### config.mk
export PLATFORM = sky130hd
export DESIGN_NAME = disp_vramrd
export DESIGN_NICKNAME = d
export VERILOG_FILES = /design/src/rtl/disp_vramrd.sv
export SDC_FILE = /design/constraint.sdc
export NUM_CORES = 1
export LEC_CHECK = 0
export CAP_MARGIN = 10
export CORE_UTILIZATION = 35
export DETAILED_ROUTE_END_ITERATION = 6
export PLACE_DENSITY = 0.52
export SYNTH_ARGS = -nofsm -noshare
export SYNTH_HDL_FRONTEND = slang
export SYNTH_SLANG_ARGS = --single-unit
### constraint.sdc
create_clock -name i_aclk -period 4.8 [get_ports i_aclk]
set_input_delay 0.72 -clock i_aclk [delete_from_list [all_inputs] [get_ports i_aclk]]
set_output_delay 0.72 -clock i_aclk [all_outputs]
set_load 0.05 [all_outputs]
### src/rtl/disp_vramrd.sv
// rtl/disp_vramrd.sv - AXI read-burst generator for display scan-out (optional DISP_VRAMRD_RESPCHK_EN adds o_rd_err)
module disp_vramrd #(
   parameter int         C_DATA_WIDTH   = 64,
   parameter int         C_BURST_LEN    = 16,
   parameter int         C_MAX_OUTSTAND = 4,
   parameter logic [2:0] C_ADDR_HI      = 3'b001
) (
   input  logic        i_aclk,
   input  logic        i_arst,
   input  logic        i_vrstart,
   input  logic        i_dispon,
   input  logic [28:0] i_dispaddr,
   input  logic [11:0] i_hsize,
   input  logic [11:0] i_vsize,
   input  logic [15:0] i_stride,
   input  logic        i_buf_wready,
   output logic [31:0] o_araddr,
   output logic [7:0]  o_arlen,
   output logic [2:0]  o_arsize,
   output logic [1:0]  o_arburst,
   output logic        o_arvalid,
   input  logic        i_arready,
   input  logic        i_rvalid,
   input  logic        i_rlast,
   input  logic [1:0]  i_rresp,
   output logic        o_rready,
   output logic        o_busy,
   output logic        o_frame_done,
   output logic        o_start_ovr
`ifdef DISP_VRAMRD_RESPCHK_EN
   ,
   output logic        o_rd_err
`endif
);

   localparam int          BPB         = C_DATA_WIDTH / 8;
   localparam int          LOG2BPB     = $clog2(BPB);
   localparam logic [28:0] BURST_BYTES = 29'(C_BURST_LEN * BPB);
   localparam logic [12:0] BURST_BEATS = 13'(C_BURST_LEN);
   localparam logic [3:0]  MAX_OUTST   = 4'(C_MAX_OUTSTAND);

   typedef enum logic [1:0] {
      S_IDLE  = 2'd0,
      S_WAIT  = 2'd1,
      S_ADDR  = 2'd2,
      S_DRAIN = 2'd3
   } state_t;

   state_t      r_state;
   state_t      w_state_nxt;

   logic [28:0] r_line_base;
   logic [28:0] r_burst_addr;
   logic [15:0] r_stride;
   logic [12:0] r_lbeats;
   logic [12:0] r_beats_left;
   logic [11:0] r_lines_left;
   logic [31:0] r_araddr;
   logic [7:0]  r_arlen;
   logic [3:0]  r_outst;
   logic        r_abort;
   logic        r_rready;
   logic        r_frame_done;
   logic        r_start_ovr;

   logic        w_arvalid;
   logic        w_busy;
   logic        w_ar_hs;
   logic        w_r_dec;
   logic        w_issue_ok;
   logic        w_line_end;
   logic        w_last_burst;
   logic [3:0]  w_outst_nxt;
   logic [12:0] w_burst_len;
   logic [12:0] w_cur_len;
   logic [14:0] w_hbytes;
   logic [12:0] w_lbeats;
   logic        w_unused_rresp;

   // Line length in beats, rounded up to whole bus words
   assign w_hbytes   = {1'b0, i_hsize, 2'b00} + 15'(BPB - 1);
   assign w_lbeats   = 13'(w_hbytes >> LOG2BPB);

   // Burst in flight on AR and the next one to be built
   assign w_burst_len  = {5'd0, r_arlen} + 13'd1;
   assign w_cur_len    = (r_beats_left > BURST_BEATS) ? BURST_BEATS : r_beats_left;
   assign w_line_end   = (r_beats_left == w_burst_len);
   assign w_last_burst = w_line_end && (r_lines_left == 12'd1);

   assign w_ar_hs    = w_arvalid && i_arready;
   // An RLAST with nothing outstanding is stray and must not underflow the count
   assign w_r_dec    = i_rvalid && r_rready && i_rlast && (r_outst != 4'd0);
   assign w_issue_ok = i_buf_wready && (r_outst < MAX_OUTST);

   // Outstanding-burst count after this cycle's AR and R handshakes
   always_comb begin
      w_outst_nxt = r_outst;
      if (w_ar_hs && !w_r_dec) begin
         w_outst_nxt = r_outst + 4'd1;
      end else if (!w_ar_hs && w_r_dec) begin
         w_outst_nxt = r_outst - 4'd1;
      end
   end

   // FSM state register
   always_ff @(posedge i_aclk) begin
      if (i_arst) begin
         r_state <= S_IDLE;
      end else begin
         r_state <= w_state_nxt;
      end
   end

   // FSM next-state: issue bursts while enabled, then drain the returning data
   always_comb begin
      w_state_nxt = r_state;
      case (r_state)
         S_IDLE: begin
            if (i_vrstart && i_dispon) begin
               w_state_nxt = S_WAIT;
            end
         end
         S_WAIT: begin
            if (!i_dispon) begin
               w_state_nxt = S_DRAIN;
            end else if (w_issue_ok) begin
               w_state_nxt = S_ADDR;
            end
         end
         S_ADDR: begin
            if (i_arready) begin
               w_state_nxt = (w_last_burst || !i_dispon) ? S_DRAIN : S_WAIT;
            end
         end
         S_DRAIN: begin
            if (w_outst_nxt == 4'd0) begin
               w_state_nxt = S_IDLE;
            end
         end
         default: w_state_nxt = S_IDLE;
      endcase
   end

   // FSM outputs decoded from the current state
   always_comb begin
      w_arvalid = 1'b0;
      w_busy    = 1'b1;
      case (r_state)
         S_IDLE:  w_busy    = 1'b0;
         S_ADDR:  w_arvalid = 1'b1;
         default: w_busy    = 1'b1;
      endcase
   end

   // Outstanding-burst counter
   always_ff @(posedge i_aclk) begin
      if (i_arst) begin
         r_outst <= 4'd0;
      end else begin
         r_outst <= w_outst_nxt;
      end
   end

   // Frame geometry latch, per-line/per-burst address walk and AR payload
   always_ff @(posedge i_aclk) begin
      if (i_arst) begin
         r_line_base  <= 29'd0;
         r_burst_addr <= 29'd0;
         r_stride     <= 16'd0;
         r_lbeats     <= 13'd0;
         r_beats_left <= 13'd0;
         r_lines_left <= 12'd0;
         r_araddr     <= 32'd0;
         r_arlen      <= 8'd0;
      end else begin
         if (r_state == S_IDLE && i_vrstart && i_dispon) begin
            r_line_base  <= i_dispaddr;
            r_burst_addr <= i_dispaddr;
            r_stride     <= i_stride;
            r_lbeats     <= w_lbeats;
            r_beats_left <= w_lbeats;
            r_lines_left <= i_vsize;
         end
         // ARADDR/ARLEN are captured on entry to ADDR so they hold until ARREADY
         if (r_state == S_WAIT && i_dispon && w_issue_ok) begin
            r_araddr <= {C_ADDR_HI, r_burst_addr};
            r_arlen  <= 8'(w_cur_len - 13'd1);
         end
         if (w_ar_hs) begin
            if (w_line_end) begin
               r_lines_left <= r_lines_left - 12'd1;
               r_line_base  <= r_line_base + {13'd0, r_stride};
               r_burst_addr <= r_line_base + {13'd0, r_stride};
               r_beats_left <= r_lbeats;
            end else begin
               r_beats_left <= r_beats_left - w_burst_len;
               r_burst_addr <= r_burst_addr + BURST_BYTES;
            end
         end
      end
   end

   // Status pulses, abort tracking and RREADY
   always_ff @(posedge i_aclk) begin
      if (i_arst) begin
         r_abort      <= 1'b0;
         r_rready     <= 1'b0;
         r_frame_done <= 1'b0;
         r_start_ovr  <= 1'b0;
      end else begin
         r_rready    <= 1'b1;
         r_start_ovr <= i_vrstart && w_busy;
         // A frame cut short by DISPON never reports completion
         if (r_state == S_IDLE && i_vrstart && i_dispon) begin
            r_abort <= 1'b0;
         end else if (w_busy && !i_dispon) begin
            r_abort <= 1'b1;
         end
         r_frame_done <= (r_state == S_DRAIN) && (w_outst_nxt == 4'd0) &&
                         !r_abort && i_dispon;
      end
   end

`ifdef DISP_VRAMRD_RESPCHK_EN
   logic r_rd_err;

   // Sticky SLVERR/DECERR flag, cleared when the next frame is accepted
   always_ff @(posedge i_aclk) begin
      if (i_arst) begin
         r_rd_err <= 1'b0;
      end else if (r_state == S_IDLE && i_vrstart && i_dispon) begin
         r_rd_err <= 1'b0;
      end else if (i_rvalid && r_rready && i_rresp[1]) begin
         r_rd_err <= 1'b1;
      end
   end

   assign o_rd_err       = r_rd_err;
   assign w_unused_rresp = i_rresp[0];
`else
   assign w_unused_rresp = ^i_rresp;
`endif

   assign o_araddr     = r_araddr;
   assign o_arlen      = r_arlen;
   assign o_arsize     = 3'(LOG2BPB);
   assign o_arburst    = 2'b01;
   assign o_arvalid    = w_arvalid;
   assign o_rready     = r_rready;
   assign o_busy       = w_busy;
   assign o_frame_done = r_frame_done;
   assign o_start_ovr  = r_start_ovr;

endmodule

# After elaboration in Yosys (flattened, before gate mapping)
# Cells that the tools add are included.
# W data, S select, Z words.
# totals
reg_bits	159
output_inout_bits	50
wordCells	88
inputBits	79
# op_classes
n_mux	25
n_addsub	9
eq_ne	9
n_reduce_logical	29
magnitude_cmp	2
# ops
cell	n
$mux W29	6
$mux W13	3
$mux W12	3
$add A29 B16 Y29	1
$add A29 B8 Y29 const B	1
$logic_and A1 B1 Y1	18
$add A14 B3 Y15 const B	1
$eq A13 B9 Y1	1
$gt A13 B5 Y1 const B	1
$sub A13 B9 Y13	1
$eq A12 B1 Y1 const B	1
$mux W2	6
$sub A12 B1 Y12 const B	1
$add A8 B1 Y9 const B	1
$mux W4	2
$mux W8	1
$pmux W2 S4	1
$sub A8 B1 Y8 const B	1
$ne A2 B2 Y1 const B	3
$add A4 B1 Y4 const B	1
$eq A2 B2 Y1 const B	2
$logic_not A1 Y1	4
$logic_not A4 Y1	1
$lt A4 B3 Y1 const B	1
10 further kinds	12

# Longest topological paths before layout
# depth
depth_word	11
ltp_mapped	14
ltp_nobuf	12

# Worst setup path before layout
# OpenSTA, ideal clock, no wires.
# synth_timing
kind	register to register
from	reg r_arlen[0], in the netlist o_arlen[0]
to	reg r_line_base[24]
period_less_slack_ps	3109
n_path_buf	2
setup_time_ps	115
path_slack_ps	1691
t_required_ps	4685
t_arrival_ps	2994
path_stages_with_launch	13
path_cell_list	dfxtp_1 ha_1 nand3_1 nor2_1 nand3_1 ha_1 and4_1 buf_2 nand4_1 nor2_1 buf_2 a21oi_1 o21ba_1
# synth_between
elab_chain_cells	4
# synth_lines
item	line_no	rtl
from (decl)	59	logic [7:0] r_arlen;
from (signal assigned)	187	r_arlen <= 8'(w_cur_len - 13'd1);
$add A8 B1 Y9	85	assign w_burst_len = {5'd0, r_arlen} + 13'd1;
$eq A13 B9 Y1	87	assign w_line_end = (r_beats_left == w_burst_len);
$mux W29	190	if (w_line_end) begin
$mux W29	189	if (w_ar_hs) begin
to (signal assigned)	177	r_line_base <= i_dispaddr;
to (signal assigned)	192	r_line_base <= r_line_base + {13'd0, r_stride};
to (decl)	52	logic [28:0] r_line_base;
# No other way between the ends.
# A chain may end at the register's enable or synchronous reset.

# Worst setup path after layout
# layout_timing
from	reg r_arlen[0], in the netlist o_arlen[0]
to	reg r_burst_addr[12]
# layout_between
elab_chain_cells	4
# layout_lines
item	line_no	rtl
$add A8 B1 Y9	85	
$eq A13 B9 Y1	87	
$mux W29	190	
$mux W29	189	
to (signal assigned)	178	r_burst_addr <= i_dispaddr;
to (signal assigned)	193	r_burst_addr <= r_line_base + {13'd0, r_stride};
to (signal assigned)	197	r_burst_addr <= r_burst_addr + BURST_BYTES;
to (decl)	53	logic [28:0] r_burst_addr;
# No other way between the ends.

==> flow_summary.json <==
{
  "status": "finished clean",
  "cp.arrival_ps": 4050,
  "yosys.area.top_type": "dfxtp_1",
  "synth-compound-area-share": 0.248,
  "drtIter0Drc": 819,
  "synth-edff-count": 0,
  "worst-path-max-fanout": 12,
  "rsz0062_at_grt": "false",
  "start_kind": "flip-flop",
  "hp-start": "r_abort",
  "core_mm2": 0.0253,
  "leakagePower_uw": 0.00402,
  "multi_input_area_mm2": 0.00552,
  "antenna_left": 0,
  "syn_inst": 1192,
  "final_common_cell": "nand2_1",
  "vias": 8858,
  "hold_viol": 0,
  "crit_start": "o_arlen[0]",
  "fin_crit_sh": 0.770,
  "fmax_mhz": 271,
  "postCtsResizedCells": 0,
  "grt_max_degree": 61,
  "yosys.area_share.simple": 0.240,
  "grt_overflow": 0,
  "vias_per_cell": 5.48,
  "ys.warnings.count": 0,
  "seq_area_mm2": 0.00318,
  "cts-htree-levels": 4,
  "final_cell_mix": "nand2_1 (210), dfxtp_1 (159), a21oi_1 (150)",
  "synth_fa_ha_area_frac": 0.0498,
  "nFillCells": 2590,
  "synth.distinct_cells": 79,
  "synth_top_family_by_area": "compound AO/OA/AOI/OAI gates",
  "drv_slew": 0,
  "reg2reg_depth": 12,
  "drt_pass1_iterations": 5,
  "track_usage": 0.219,
  "avgSynthCellArea_um2": 7.64,
  "area_growth_pct": 22.2,
  "ctsRootBufferMaster": "clkbuf_16",
  "rr_endpoint": "r_burst_addr[12]",
  "drc": 0,
  "io_pins": 129,
  "drive_above_1_share": 0.0544,
  "worst_slew_pin_slew_ps": 1030,
  "end_kind": "flip-flop",
  "antenna_found_initial": 0,
  "cts_sinks": 159,
  "relSlewSlack": 0.314,
  "hold_path_class": "reg -> reg",
  "critPathKind": "reg -> reg",
  "clockBufferDepth": 2,
  "finalWeightedCongestion": 0.871,
  "synth.area.mux_share": 0.00674,
  "async_flop_share": 0,
  "grt_pass1_wl_um": 45300,
  "endpoint": "r_burst_addr[12]",
  "synth_xor_area_frac": 0.0568,
  "ys_top_cells_by_area": "dfxtp_1 (35%), nand2_1 (8.7%), a21oi_1 (8.2%)",
  "synth_area_mm2": 0.00910,
  "setup_viol": 0,
  "cts_hold_buf": 0,
  "synth_ff_type": "dfxtp_1",
  "wl_per_cell_um": 17.9,
  "cts_tree": "yes",
  "stdcell_count": 1617,
  "cp.required_ps": 5150,
  "start_util": 0.359,
  "drt_wl_total_um": 29000,
  "clock_skew_ps": 13.7,
  "vdd_drop_max_mv": 0.208,
  "die_h_um": 163,
  "worstSkewPairLatency_ps": 430,
  "dieWidth_um": 163,
  "grt_pass1_vias": 8148,
  "nets": 1387,
  "cts_setup_buffers": 0,
  "p_per_area_mw_per_mm2": 345,
  "io_buffers": 119,
  "dpl.cell_count": 1584,
  "rows": 58,
  "yosys.area.top_type_share": 0.350,
  "dp_hpwl_um": 20300,
  "design.die.area_mm2": 0.0267,
  "min_period_ps": 3690,
  "ys_seq_area_frac": 0.350,
  "path_clk_slew_ps": 70,
  "r2r_start": "o_arlen[0]",
  "maxCapViolCount": 0,
  "r2r_setup_slack_ps": 1110,
  "setup_tns_ps": 0,
  "numCtsBuffers": 17,
  "ys_ff_latch": 159
}
worst max-delay path: stages (launching register included):
cell and delay [ps]:
dfxtp_1 420, ha_1 220, nand3_1 130, nor2_1 190, nand3_1 110, ha_1 350
and4_1 330, and4_1 430, nor2_1 850, o21ai_0 220, nand3_1 140, o21ai_0 100
a31oi_1 120
synthesized netlist by cell type, types with 3 or more instances:
cell	n
nand2b_1	4
o211ai_1	9
or3_1	4
nor4_1	7
o22ai_1	13
buf_4	8
o221ai_1	3
a32oi_1	3
nand4_1	17
buf_2	17
nor2b_1	7
and4_1	5
nand3b_1	4
clkbuf_1	45
o2111ai_1	4
a211oi_1	20
dfxtp_1	159
xnor2_1	26
buf_1	4
nand3_1	35
a21boi_1	6
nor3_1	28
a311oi_1	4
mux2i_1	5
a31oi_1	21
and2_1	6
nand2_1	210
a221oi_1	4
nand4_2	3
nor2_1	86
a21oi_1	150
a21o_1	12
inv_1	27
and3_1	21
o21a_1	10
xor2_1	33
ha_1	33
o21ai_1	14
a22oi_1	13
o21ai_0	61
cell families after synthesis:
logic type	after synthesis
mux	6
fa+ha+maj	35
flops	159
buf+inv	102
other cells	2
xor+xnor	59
simple gates	458
compound gates	371
final cells by class:
type / instances / area share
diodes: 1 / 0.000225
clock buffers: 19 / 0.0389
clock inverters: 13 / 0.0168
inverters: 27 / 0.00911
multi-input cells: 936 / 0.496
flip-flops and latches: 159 / 0.286
well taps: 330 / 0.0371
repair buffers: 132 / 0.116
layer usage:
metal	wire [um]	up-vias	GRT usage
met5	0	-	0
met2	13500	189	0.356
li1	-	4413	-
met3	1000	19	0.0264
met1	14200	4237	0.305
met4	290	0	0.0540
flip-flops by register name, indices dropped and copies added (netlist names), 2 cells and up:
| signal | flops |
|---|---|
| r_line_base | 29 |
| r_lbeats | 12 |
| r_outst | 4 |
| r_beats_left | 13 |
| o_araddr | 30 |
| r_burst_addr | 29 |
| r_stride | 16 |
| r_state | 2 |
| r_lines_left | 12 |
| o_arlen | 8 |
worst min path at each step:
stage	depth (start not counted)	to	slack, ps
after detailed placement	1	o_frame_done	410
after CTS	1	o_frame_done	430
after global placement	1	o_frame_done	420
after global routing	1	o_frame_done	450
final	1	o_frame_done	430
after floorplan	1	o_frame_done	400
power by group:
group | internal (uW) | leakage, uW | total, uW | switching [uW]
clock network | 874 | 0.000290 | 1470 | 594
logic | 338 | 0.00244 | 862 | 524
registers | 1410 | 0.00130 | 1510 | 97.8
total | 2620 | 0.00402 | 3840 | 1220
metrics by stage:
step	total power (uW)	instance area [um^2]	util	hold WS [ps]	setup slack (ps)
floorplan	2130	9120	-	400	1690
global placement	2390	10500	0.415	418	1200
detailed placement	2390	10500	0.415	414	1160
CTS	3850	11100	0.439	428	1110
global route	4010	11100	0.439	446	881
finish	3840	11100	0.439	432	1110
(Power assumes the default switching activity.)
